**src/rtl/sync_marker_capture_pkg.sv**
```systemverilog
// rtl/sync_marker_capture_pkg.sv - shared constants and FSM encoding for the sync-marker capture block
package sync_marker_capture_pkg;

  localparam int CNT_W_DEF = 20;
  // Wave length in samples sits at ARB_SIZE_IN[WLEN_LSB +: CNT_W] (byte count of 32-bit samples)
  localparam int WLEN_LSB  = 2;

  typedef enum logic [1:0] {
    IDLE      = 2'd0,
    WAIT_RISE = 2'd1,
    WAIT_FALL = 2'd2,
    REPORT    = 2'd3
  } cap_state_t;

endpackage

```
**src/rtl/sync_edge_detect.sv**
```systemverilog
// rtl/sync_edge_detect.sv - multi-flop synchronizer for an async input with rise/fall pulse outputs
module sync_edge_detect #(
  parameter int STAGES = 2
) (
  input  logic clk,
  input  logic rst_n,
  input  logic async_in,
  output logic rise,
  output logic fall
);

  logic [STAGES-1:0] sync_q;
  logic              hist_q;

  always_ff @(posedge clk or negedge rst_n) begin
    if (!rst_n) begin
      sync_q <= '0;
      hist_q <= 1'b0;
    end else begin
      sync_q <= {sync_q[STAGES-2:0], async_in};
      hist_q <= sync_q[STAGES-1];
    end
  end

  assign rise = sync_q[STAGES-1] & ~hist_q;
  assign fall = ~sync_q[STAGES-1] & hist_q;

endmodule

```
**src/rtl/sync_marker_capture.sv**
```systemverilog
// rtl/sync_marker_capture.sv - captures marker rise/fall positions against a wrapping per-wave sample counter
module sync_marker_capture
  import sync_marker_capture_pkg::*;
#(
  parameter int SYNC_STAGES = 2,
  parameter int CNT_W       = CNT_W_DEF
) (
  input  logic             CLK200,
  input  logic             RST_N,
  input  logic [31:0]      ARB_SIZE_IN,
  input  logic             ENABLE,
  input  logic             SYNC_IN,
  input  logic             ACK,
  output logic [CNT_W-1:0] CNT_OUT,
  output logic [CNT_W-1:0] START_OUT,
  output logic [CNT_W-1:0] END_OUT,
  output logic [CNT_W-1:0] WIDTH_OUT,
  output logic             CAP_VALID,
  output logic             OVERRUN
);

  localparam logic [CNT_W-1:0] ONE = CNT_W'(1);

  cap_state_t       state_q;
  logic [CNT_W-1:0] wlen_q;
  logic [CNT_W-1:0] cnt_q;
  logic [CNT_W-1:0] wlen_eff;
  logic [CNT_W-1:0] cnt_next;
  logic [CNT_W-1:0] width_calc;
  logic             sync_rise;
  logic             sync_fall;
  logic             unused_arb;

  assign unused_arb = ^ARB_SIZE_IN;

  sync_edge_detect #(
    .STAGES (SYNC_STAGES)
  ) u_sync (
    .clk      (CLK200),
    .rst_n    (RST_N),
    .async_in (SYNC_IN),
    .rise     (sync_rise),
    .fall     (sync_fall)
  );

  // The arming cycle already counts, so it wraps on the length being latched that same cycle.
  // WLEN = 0 makes wlen_eff - 1 all ones, i.e. natural wrap.
  assign wlen_eff = (state_q == IDLE) ? ARB_SIZE_IN[WLEN_LSB +: CNT_W] : wlen_q;
  assign cnt_next = (cnt_q == wlen_eff - ONE) ? '0 : cnt_q + ONE;

  // Modular distance; adding WLEN = 0 on wrap leaves plain CNT_W-bit subtraction.
  assign width_calc = cnt_q - START_OUT + ((cnt_q < START_OUT) ? wlen_q : '0);

  always_ff @(posedge CLK200 or negedge RST_N) begin
    if (!RST_N) begin
      state_q   <= IDLE;
      wlen_q    <= '0;
      cnt_q     <= '0;
      START_OUT <= '0;
      END_OUT   <= '0;
      WIDTH_OUT <= '0;
      CAP_VALID <= 1'b0;
      OVERRUN   <= 1'b0;
    end else if (!ENABLE) begin
      state_q   <= IDLE;
      cnt_q     <= '0;
      CAP_VALID <= 1'b0;
      OVERRUN   <= 1'b0;
    end else begin
      cnt_q <= cnt_next;
      case (state_q)
        IDLE: begin
          wlen_q  <= ARB_SIZE_IN[WLEN_LSB +: CNT_W];
          state_q <= WAIT_RISE;
        end
        WAIT_RISE: begin
          if (sync_rise) begin
            START_OUT <= cnt_q;
            state_q   <= WAIT_FALL;
          end
        end
        WAIT_FALL: begin
          if (sync_fall) begin
            END_OUT   <= cnt_q;
            WIDTH_OUT <= width_calc;
            CAP_VALID <= 1'b1;
            state_q   <= REPORT;
          end
        end
        REPORT: begin
          if (ACK) begin
            CAP_VALID <= 1'b0;
            if (sync_rise) begin
              START_OUT <= cnt_q;
              state_q   <= WAIT_FALL;
            end else begin
              state_q <= WAIT_RISE;
            end
          end else if (sync_rise) begin
            OVERRUN <= 1'b1;
          end
        end
        default: state_q <= IDLE;
      endcase
    end
  end

  assign CNT_OUT = cnt_q;

endmodule

```
**config.mk**
```make
export PLATFORM = sky130hd
export DESIGN_NAME = sync_marker_capture
export DESIGN_NICKNAME = d
export VERILOG_FILES = /design/src/rtl/sync_marker_capture_pkg.sv /design/src/rtl/sync_edge_detect.sv /design/src/rtl/sync_marker_capture.sv
export SDC_FILE = /design/constraint.sdc
export NUM_CORES = 1
export LEC_CHECK = 0
export ABC_AREA = 1
export BUFFER_PORTS_ARGS = -buffer_cell sky130_fd_sc_hd__buf_2
export CORE_UTILIZATION = 45
export CTS_CLUSTER_DIAMETER = 50
export DETAILED_ROUTE_END_ITERATION = 8
export GPL_TIMING_DRIVEN = 0
export MAX_ROUTING_LAYER = met4
export PLACE_DENSITY = 0.65
export SYNTH_ARGS = -nofsm -noshare
export SYNTH_HDL_FRONTEND = slang
export SYNTH_SLANG_ARGS = --single-unit
```
**constraint.sdc**
```tcl
create_clock -name CLK200 -period 5.7 [get_ports CLK200]
set_input_delay 0 -clock CLK200 [delete_from_list [all_inputs] [get_ports CLK200]]
set_output_delay 0 -clock CLK200 [all_outputs]
set_load 0.05 [all_outputs]
```
After elaboration in Yosys (flattened, before gate mapping)
Index checks and enable logic that the tools add are counted.
Storage, ports and cells
  output and inout port bits: 82
  register bits after elaboration: 107
  input port bits: 37
  word-level logic and storage cells: 59
Cells by class
  magnitude comparators: 1
  bitwise logic cells: 4
  reductions and logical operators: 7
  add/subtract/negate cells: 4
  multiplexer cells: 21
  equal/unequal tests: 12
Operators with widths (number)
  two-way mux 20 bit: 6
  one-hot mux 20 bit (2 select lines): 1
  adder 20 x 1 -> 20 bit (second input constant): 1
  adder 20 bit: 1
  equality test 20 bit: 1
  less-than comparator 20 bit: 1
  subtractor 20 x 1 -> 20 bit (second input constant): 1
  subtractor 20 bit: 1
  AND reduction 3 bit: 5
  two-way mux 2 bit: 5
  != test 3 bit (second input constant): 3
  one-hot mux 2 bit (4 select lines): 1
  two-way mux 1 bit: 7
  equality test 2 bit (second input constant): 2
  != test 2 x 1 -> 1 bit (second input constant): 2
  != test 2 bit (second input constant): 2
  != test 3 x 1 -> 1 bit (second input constant): 1
  bitwise AND 1 bit: 2
  equality test 2 x 1 -> 1 bit (second input constant): 1
  logical NOT 2 bit: 1
  inverter 1 bit: 2
  one-hot mux 1 bit (2 select lines): 1
  nonzero test 2 bit: 1

Logic depth before layout (Yosys ltp)
  depth in word-level cells: 6
  mapped depth: 26
  gate-level depth less buffers: 24

By module
Synthesis repeated with hierarchy kept, for this count alone.
Second synthesis, totals
  cell total of the unflattened synthesis: 1013
  area total of the unflattened synthesis: 7562.3 µm²
Modules (own cells, without submodules)
  sync_marker_capture: sequential area each 2602.5 µm², cells each 1006, times used 1, area an instance 7472.2 µm²
  sync_edge_detect: sequential area each 75.1 µm², cells each 7, times used 1, area an instance 90.1 µm²

Worst setup path after synthesis
Ideal clock, no wire load.
  path type: reg-to-reg
  start: register START_OUT[11]
  end: register WIDTH_OUT[12]
  stages on the path, launching flop included: 22
  buffers on the path: 2
  slack: 1.340 ns
  arrival time: 4.278 ns
  period minus slack after synthesis: 4.360 ns
  cells stage by stage: dfrtp_1 inv_1 ha_1 a21oi_1 o21ai_0 o21bai_1 nand2_1 nand2_1 nor2_1 clkbuf_1 clkbuf_1 nand2_1 fa_1 inv_1 ha_1 nand2_1 o21ai_0 a21oi_1 o21ai_0 a21oi_1 or2_2 a31oi_1
Between the ends
  word-level cells in the longest chain between the ends: 3
Ends and longest elaborated chain
  start, declared: RTL line sync_marker_capture.sv:15  | output logic [CNT_W-1:0] START_OUT,
  start signal, assigned: RTL line sync_marker_capture.sv:78  | START_OUT <= cnt_q;
  start signal, assigned: RTL line sync_marker_capture.sv:94  | START_OUT <= cnt_q;
  less-than comparator 20 bit: RTL line sync_marker_capture.sv:52  | assign width_calc = cnt_q - START_OUT + ((cnt_q < START_OUT) ? wlen_q : '0);
  two-way mux 20 bit: RTL line sync_marker_capture.sv:52
  adder 20 bit *: RTL line sync_marker_capture.sv:52
  end signal, assigned: RTL line sync_marker_capture.sv:85  | WIDTH_OUT <= width_calc;
  end, declared: RTL line sync_marker_capture.sv:17  | output logic [CNT_W-1:0] WIDTH_OUT,
Mark *: on every way between the ends. The rest lies on a longest branch, timed or not.
A chain may end at the register's enable or synchronous reset.

Worst setup path in the final report
  start: register cnt_q[11] (netlist: CNT_OUT[11])
  end: register WIDTH_OUT[14]
Between the ends
  word-level cells in the longest chain between the ends: 3
Ends and longest elaborated chain
  start, declared: RTL line sync_marker_capture.sv:26  | logic [CNT_W-1:0] cnt_q;
  start signal, assigned: RTL line sync_marker_capture.sv:70  | cnt_q <= cnt_next;
  less-than comparator 20 bit: RTL line sync_marker_capture.sv:52
  two-way mux 20 bit: RTL line sync_marker_capture.sv:52
  adder 20 bit *: RTL line sync_marker_capture.sv:52
Marked as above.

==> flow_metrics.py <==
metrics = {
    "outcome": {
        "status": "finished clean",
    },
    "global_routing": {
        "antenna_found_initial": 0,
        "first_global_vias": 6898,
        "grt_first_pass_wirelength_mm": 36.1,
        "grt_usage_pct": 27.3,
        "grt_max_degree": 67,
        "gr-max-usage-layer": "met2",
        "grt-ovfl-total": 0,
        "grt_util_met1_pct": 37.0,
        "met2_usage_pct": 42.6,
        "use_met3_pct": 2.18,
    },
    "synth": {
        "ys_seq_elements": 107,
        "synth_cell_types": 47,
        "postSynthAreaPerCell_sq_um": 7.18,
        "dominantRegCellSynth": "dfrtp_1",
        "synth_warnings": 0,
        "ys_async_sr_fraction_pct": 100,
        "synth_edf_count": 0,
        "synthesis.area_sq_mm": 0.00771,
        "syn_inst": 1075,
        "ys_seq_area_share_pct": 34.7,
        "synth.net_count": 1172,
    },
    "worst_setup_path": {
        "crit_path_max_incr_delay_ns": 0.50,
        "worst_ep_required_time_ns": 5.95,
        "arrival_ns": 5.25,
        "worstPathMaxFanout": 10,
        "startpoint_type": "register",
        "crit_path_start": "CNT_OUT[11]",
        "crit_slowest_cell": "dfrtp_1",
        "cpMostUsedCell": "nand2_1",
        "endpoint_kind": "register",
        "r2r_start": "CNT_OUT[11]",
        "crit_chain": "ha_1 -> a21oi_1 -> o21ai_0 -> o21bai_1 -> nand2_1 -> nand2_1 -> nor2_1 -> clkbuf_1 -> clkbuf_1 -> nand2_1 -> fa_1 -> inv_1 -> ha_1 -> nand2_1 -> o21ai_0 -> a21oi_1 -> o21ai_0 -> a21oi_1 -> inv_1 -> nand2_1 -> nand2_1 -> nand2_1 -> nand3_1 -> nand2_1",
        "critical_path_class": "register to register",
    },
    "clock_network": {
        "clk_latency_ns": 0.37,
        "numCtsBuffers": 9,
        "cts_tree": "yes",
        "cts_buffer_depth": 2,
        "cts_root_buf": "clkbuf_16",
        "clkSlewWorstSetupHoldPaths_ns": 0.08,
        "cts_max_level": 3,
        "cts_setup_buffers": 0,
        "clock-sinks": 107,
    },
    "sta": {
        "period_share_pct": 87.7,
        "finClkSkew_ns": 0.0119,
        "fin_tns_setup_ns": 0,
        "max_freq_mhz": 200,
        "drv_slew": 0,
        "worstMarginPinSlew_ns": 0.650,
        "maxSlewHeadroom_pct": 56.3,
        "final-setup-viol-count": 0,
        "fin_crit_ns": 5.00,
        "finalHoldViolCount": 0,
        "rsz0062_at_grt": "false",
    },
    "floorplan": {
        "core_sq_mm": 0.0166,
        "io-pin-count": 119,
        "start_util_pct": 46.4,
        "die_w_um": 133,
        "dieArea_sq_mm": 0.0177,
        "die_h_um": 133,
        "num_rows": 47,
    },
    "drt": {
        "final_antenna_net_count": 0,
        "drc": 0,
        "drt-total-wl_mm": 22.6,
        "num_vias": 7334,
        "dr.pass1.iters": 7,
        "drt_iter0_drc": 607,
        "via_per_inst": 5.16,
        "drt-wirelength-per-cell_um": 15.9,
    },
    "placement": {
        "post_dp_cell_area_sq_mm": 0.00855,
        "dp_hpwl_mm": 18.1,
        "gp_congestion": 0.915,
        "portBuffers": 105,
    },
    "worst_hold_path": {
        "hold_path.class": "input pin to register",
        "min-delay-start": "ARB_SIZE_IN[21]",
    },
    "layout": {
        "syn_to_final_growth_pct": 14.7,
        "fillerInstances": 1699,
        "drive_above_1_share_pct": 14.6,
        "stdcell_area_sq_mm": 0.00885,
        "antenna_cells": 0,
        "nets": 1292,
    },
    "pwr": {
        "p_leak_nw": 4.68,
        "power.density_mw_per_mm2": 565,
        "ir_drop_uv": 344,
        "finalPower_mw": 5.00,
    },
    "flow_run": {
        "cap_violations": 0,
    },
}
routing by layer:
layer / vias up / wire length (um)
met3: 27 / 1100
li1: 3669 / -
met1: 3389 / 10600
met5: - / 0
met4: 0 / 570
met2: 249 / 10400
final cells by class:
type                       instances  area (sq um)  area share (%)
clock inverter                     7          52.6           0.594
sequential                       107          2680            30.3
tap                              220           275            3.11
multi-input combinational        792          4340            49.0
inverter                         150           563            6.36
timing repair buffer             109           581            6.56
clock buffer                       9           225            2.55
buffer                            26           136            1.54
timing repair:
action                                 in CTS  in global routing
resized for setup                           0                  0
endpoints found under the hold margin      42                  0
hold buffers                                2                  0
setup endpoints to repair                   0                  0
cells in the final DEF (no fill, tap or decap), drive strengths merged, types with 3 or more instances in the layout:
master	n
a21oi	30
buf	113
xnor2	8
ha	41
o211ai	3
inv	149
nand2	344
nand3	61
nor2	102
a211oi	3
nor3	10
or2	5
o21ai	104
fa	19
dfrtp	107
xor2	16
nand4	15
nand3b	8
a31oi	8
clkbuf	29
clkinv	7
synth_stat cells (5+ instances only):
cell      instances  share of area, %
xor2_1           16               1.8
o21ai_1           8              0.52
a21oi_1          30               1.9
nand3_1          59               3.8
inv_1           139               6.8
nand4_1          15               1.2
nor2_2           14               1.1
dfrtp_1         107                35
nor2_1           83               4.0
or2_2             5              0.41
nand2_2           5              0.41
nand3b_1          8              0.78
a31oi_1           8              0.65
xnor2_1           8              0.91
nand2_1         338                16
ha_1             41               6.6
nor3_1            9              0.58
inv_2             8              0.39
fa_1             19               4.9
clkbuf_1         20              0.97
o21ai_0          92               6.0
critical path, delay by kind of cell, from the launching register on:
kind	cells	cell delay, ns
compound gates	7	1.44
fa+ha+maj	3	1.22
buf+inv	4	0.93
simple gates	10	0.80
flops	1	0.50
sequential cells by signal (all words and copies together), names as in the netlist:
name           cells
CAP_VALID          1
CNT_OUT           20
END_OUT           20
OVERRUN            1
START_OUT         20
WIDTH_OUT         20
state_q            2
u_sync.hist_q      1
u_sync.sync_q      2
wlen_q            20
report_power, final:
part           internal (mW)  total (mW)  switching (mW)
Clock                  0.300       0.614           0.314
Combinational           1.07        3.27            2.20
Sequential             0.927        1.11           0.183
through the flow:
step	util [%]	hold slack, ns	cells	setup slack, ns
floorplan	-	-0.296	1075	1.34
global placement	51.2	0.108	1400	0.817
detailed placement	51.4	0.0259	1402	0.720
CTS	53.2	0.00110	1420	0.691
global route	53.2	0.0323	1420	0.170
finish	53.2	0.00833	1420	0.702
worst paths after layout:
path                                    end  slack, ns  cells after the start
min reg2reg                u_sync.sync_q[1]       0.36                      0
max in group asynchronous      START_OUT[7]       4.81                      3
min in group asynchronous      WIDTH_OUT[3]       0.17                      2
min                              wlen_q[19]      0.008                      3
max                           WIDTH_OUT[14]       0.70                     24
max reg2reg                   WIDTH_OUT[14]       0.70                     24
cell families after synthesis:
family	count (synthesis)	share of synthesized area (%)
AOI/OAI and AO/OA	157	11.0
xor gates and xnor gates	24	2.72
adders and majority gates	60	11.6
buffers and inverters	176	9.07
DFF	107	34.7
muxes	1	0.130
and+or+nand+nor	550	30.7
Note: power is estimated with default switching activity, not from simulation.
